`src/rtl/regfile_wport_arb.sv`:
```
// Single regfile write-port arbiter between pipeline writeback and a long-latency
// unit, with a registered write toward the regfile and a pending-write scoreboard.
module regfile_wport_arb #(
  parameter int unsigned ADDR_W     = 5,
  parameter int unsigned DATA_W     = 32,
  parameter int unsigned NUM_REGS   = 32,
  parameter int unsigned STARVE_LIM = 4
) (
  input  logic              clk,
  input  logic              rst,
  input  logic              wb_valid,
  input  logic [ADDR_W-1:0] wb_waddr,
  input  logic [DATA_W-1:0] wb_wdata,
  output logic              wb_ready,
  input  logic              lu_valid,
  input  logic [ADDR_W-1:0] lu_waddr,
  input  logic [DATA_W-1:0] lu_wdata,
  output logic              lu_ready,
  input  logic              iss_valid,
  input  logic [ADDR_W-1:0] iss_addr,
  input  logic              re1,
  input  logic [ADDR_W-1:0] raddr_1,
  input  logic              re2,
  input  logic [ADDR_W-1:0] raddr_2,
  output logic              stall_req,
  output logic              rf_we,
  output logic [ADDR_W-1:0] rf_waddr,
  output logic [DATA_W-1:0] rf_wdata
);

  localparam int unsigned CNT_W = $clog2(STARVE_LIM + 1);

  typedef enum logic [1:0] {
    GNT_NONE,
    GNT_WB,
    GNT_LU
  } gnt_e;

  gnt_e                gnt;
  logic                starved;
  logic [CNT_W-1:0]    starve_cnt;
  logic [CNT_W-1:0]    starve_nxt;
  logic [NUM_REGS-1:0] pending;
  logic [NUM_REGS-1:0] pending_nxt;
  logic [ADDR_W-1:0]   sel_addr;
  logic [DATA_W-1:0]   sel_data;

  assign starved = (starve_cnt == CNT_W'(STARVE_LIM));

  // WB wins contention until LU has lost STARVE_LIM times in a row.
  always_comb begin
    gnt = GNT_NONE;
    if (wb_valid && lu_valid) begin
      gnt = starved ? GNT_LU : GNT_WB;
    end else if (wb_valid) begin
      gnt = GNT_WB;
    end else if (lu_valid) begin
      gnt = GNT_LU;
    end
  end

  assign wb_ready = (gnt == GNT_WB);
  assign lu_ready = (gnt == GNT_LU);

  always_comb begin
    starve_nxt = '0;
    if (lu_valid && !lu_ready) begin
      starve_nxt = starved ? starve_cnt : starve_cnt + CNT_W'(1);
    end
  end

  // Clear first, then set, so a same-cycle issue to the retiring register wins.
  always_comb begin
    pending_nxt = pending;
    if (gnt == GNT_LU) begin
      pending_nxt[lu_waddr] = 1'b0;
    end
    if (iss_valid && (iss_addr != '0)) begin
      pending_nxt[iss_addr] = 1'b1;
    end
    pending_nxt[0] = 1'b0;
  end

  assign stall_req = (re1 && pending[raddr_1])
                   || (re2 && pending[raddr_2])
                   || (iss_valid && pending[iss_addr]);

  always_comb begin
    sel_addr = wb_waddr;
    sel_data = wb_wdata;
    if (gnt == GNT_LU) begin
      sel_addr = lu_waddr;
      sel_data = lu_wdata;
    end
  end

  always_ff @(posedge clk or negedge rst) begin
    if (!rst) begin
      rf_we      <= 1'b0;
      rf_waddr   <= '0;
      rf_wdata   <= '0;
      starve_cnt <= '0;
      pending    <= '0;
    end else begin
      starve_cnt <= starve_nxt;
      pending    <= pending_nxt;
      if (gnt != GNT_NONE) begin
        rf_we    <= (sel_addr != '0);
        rf_waddr <= sel_addr;
        rf_wdata <= sel_data;
      end else begin
        rf_we    <= 1'b0;
      end
    end
  end

  // Issue to a pending register is only legal when that register retires this cycle.
  a_no_issue_to_pending: assert property (@(posedge clk) disable iff (!rst)
    !(iss_valid && (iss_addr != '0) && pending[iss_addr]
      && !((gnt == GNT_LU) && (lu_waddr == iss_addr))));

endmodule

```
`config.mk`:
```
export PLATFORM = sky130hd
export DESIGN_NAME = regfile_wport_arb
export DESIGN_NICKNAME = d
export VERILOG_FILES = /design/src/rtl/regfile_wport_arb.sv
export SDC_FILE = /design/constraint.sdc
export NUM_CORES = 1
export LEC_CHECK = 0
export CAP_MARGIN = 20
export CORE_UTILIZATION = 46
export DETAILED_ROUTE_END_ITERATION = 10
export PLACE_DENSITY = 0.8
export SYNTH_ARGS = -nofsm -noshare
export SYNTH_HDL_FRONTEND = slang
export SYNTH_SLANG_ARGS = --single-unit
```
`constraint.sdc`:
```
create_clock -name clk -period 2.79 [get_ports clk]
set_input_delay 0.558 -clock clk [delete_from_list [all_inputs] [get_ports clk]]
set_output_delay 0.558 -clock clk [all_outputs]
set_load 0.005 [all_outputs]
```
==> metrics.txt <==
run status=completed; commonest cells after routing, fill and taps aside=clkdlybuf4s50_1 (123), dfrtp_1 (70), o21ai_0 (68); starting density of the core=47.5%; Final Slew Violations=0; TritonRoute pass-1 iters=5; Fin Hold WS=0.426 ns; Hold/Removal Path Class=in -> async; RSZ-0062 raised after global routing=true; initial drt markers=236; initial antenna violation count=0; sequential fraction of the synthesis area=about 44%; most common cell after layout, fill and taps aside=clkdlybuf4s50_1; DIE AREA=9380 um^2; DP Wirelength=roughly 9.7 mm; Power Total=between 3 and 4 mW; final setup fails=0; Worst Path Arrival=about 2.2 ns; CP startpoint kind=primary input; drt total wl=about 13 mm; syn_nets=around 530; CTS tree=yes; Period minus WS final=2.76 ns; Critical Path RT=roughly 2.2 ns; IO buf count=roughly 140; vias in the first global route=about 4400; Die H=roughly 97 um; antenna diode count=0; Layout Nets=680; final worst-path cycle share=99.1%; Cell Area, Synth=a little over 4000 um^2; clk sinks=between 70 and 80; global routing usage on met3=9.32%; clk slew on worst S/H paths=approximately 0.08 ns; layout cells sized above 1=18.1%; chip width=just under 100 um; YS warnings=0; first-pass GRT wire length=around 22 mm; Slew @ Worst Pin=0.905 ns; Max-slew headroom=about two fifths; non-filler cells, final=approximately 700; vias per cell=around 6; largest net degree at the start of global routing=73; met1 usage=approximately a third; Mapped Avg Cell Area=slightly below 10 um^2; Crit. End Element=output pin; worst setup path class=in -> out; Vias=~4200; number of max-cap violations=0; Avg WL per Cell=around 19 um; maximum root-to-sink buffer count=2; Fmax achieved=between 300 and 400 MHz; Clock Skew=between 0.006 and 0.007 ns; GRT met2 Usage=between 40 and 50%; Filler cells=about 640; Congestion Overflow GR=0; Most Crowded Layer GR=met2; VDD IR max=307 uV; post-layout instance area=between 6000 and 7000 um^2; total track usage=slightly below 30%; Antenna Nets Post-Route=0; pwr dens=roughly 560 nW/um^2; total core area=around 8700 um^2; Std-Cell Rows=34; Num CTS Buffers=9; CTS Root Cell=clkbuf_8; layout overhead on the synthesized area=46.7%; main flop type after synthesis=dfrtp_1; post-synthesis instance total=between 400 and 500; synth unique cells=42; Placed Cells incl. Taps=slightly below 700; GP Congestion=0.923; drt drc=0; final hold vios=0; EDFF count, synth=0; Yosys reg bits=72; worst-path maximum fanout=3; IO Pins=approximately 140; htree depth=3; DP Area=approximately 5800 um^2; worst skew pair latency=between 0.3 and 0.4 ns; Async SR Flop Fraction=between 90% and 100%; Leak=2.52 nW
==> what timing repair did <==
action | 4_1_cts | 5_1_grt
gates resized for setup | 29 | 10
setup buffers | 1 | 1
pin swaps | 2 | 4
endpoints found under the setup margin | 1 | 1
hold buffers | 0 | 0
gates cloned | 1 | 0
==> cell usage after synthesis (all sizes together), types with 2 or more instances <==
library cell	count	area, um^2
a32o	2	20.0
nor2b	3	18.8
nor2	57	214
clkbuf	12	45.0
nand2	53	201
mux4	17	397
or3	3	18.8
nand2b	2	12.5
nor3	3	15.0
dfrtp	72	1800
mux2i	21	210
a31oi	20	125
and3	2	12.5
nand3	6	30.0
inv	4	15.0
nand3b	10	75.1
mux2	17	191
ha	2	25.0
nor3b	2	15.0
o21ai	68	340
or3b	4	35.0
buf	16	92.6
o22ai	18	113
==> worst max-delay path, cell delays in order <==
cell and delay, ns:
clkdlybuf4s15_1 0.30, mux4_2 0.54, mux2_2 0.29, a211oi_2 0.26, o311ai_2 0.12, buf_2 0.15
==> per-stage QoR <==
stage	util (%)	worst slack (ns)	setup TNS, ns
global placement	66.0	-0.651	-0.651
detailed placement	66.0	-0.669	-0.669
global route	69.6	-0.0568	-0.0568
finish	69.6	0.0261	0
CTS	69.4	0.00587	0
floorplan	-	0.379	0
==> where the power goes <==
| group | switching [mW] | internal [mW] |
|---|---|---|
| Combinational | 0.365 | 0.544 |
| Sequential | 0.187 | 1.21 |
| Clock | 0.404 | 0.687 |
| Total | 0.955 | 2.44 |
==> state kept, by name (all words and copies together) (netlist names) <==
name	count
pending	31
rf_we	1
starve_cnt	3
rf_wdata	32
rf_waddr	5
==> kinds of logic (layout without fill, tap and decap cells) <==
group	count (synthesis)	count (layout)	synth area share, %
and+or+nand+nor	149	149	16.3
AOI/OAI and AO/OA	117	117	16.6
DFF	72	72	43.5
muxes	55	55	19.3
buffers and inverters	32	192	3.69
adders and majority gates	2	2	0.604
==> final cells by class <==
type                       instances  area (um^2)  share of cell area [%]
inverter                           4         15.0                   0.247
sequential                        72         1800                    29.7
timing repair buffer             172         1630                    26.9
multi-input combinational        323         2220                    36.5
clock inverter                     7          143                    2.35
clock buffer                       9          124                    2.04
tap                              108          135                    2.23
==> routing by layer <==
layer / vias up / part of all wire, %
met5: - / 0
met4: 0 / 4.2
met3: 59 / 10
met2: 261 / 49
met1: 1998 / 37
li1: 1870 / -
==> final timing paths <==
path                                from           end  slack [ns]  cells after the start
hold / removal                       rst  rf_wdata[22]        0.43                      2
max in group asynchronous            rst   pending[20]        1.74                      2
setup reg to reg           starve_cnt[0]   pending[23]        0.71                      9
min in group clk            rf_wdata[29]  rf_wdata[29]        0.54                      2
hold reg to reg             rf_wdata[29]  rf_wdata[29]        0.54                      2
setup / recovery              raddr_1[0]     stall_req        0.03                      6
(Power assumes the default switching activity.)
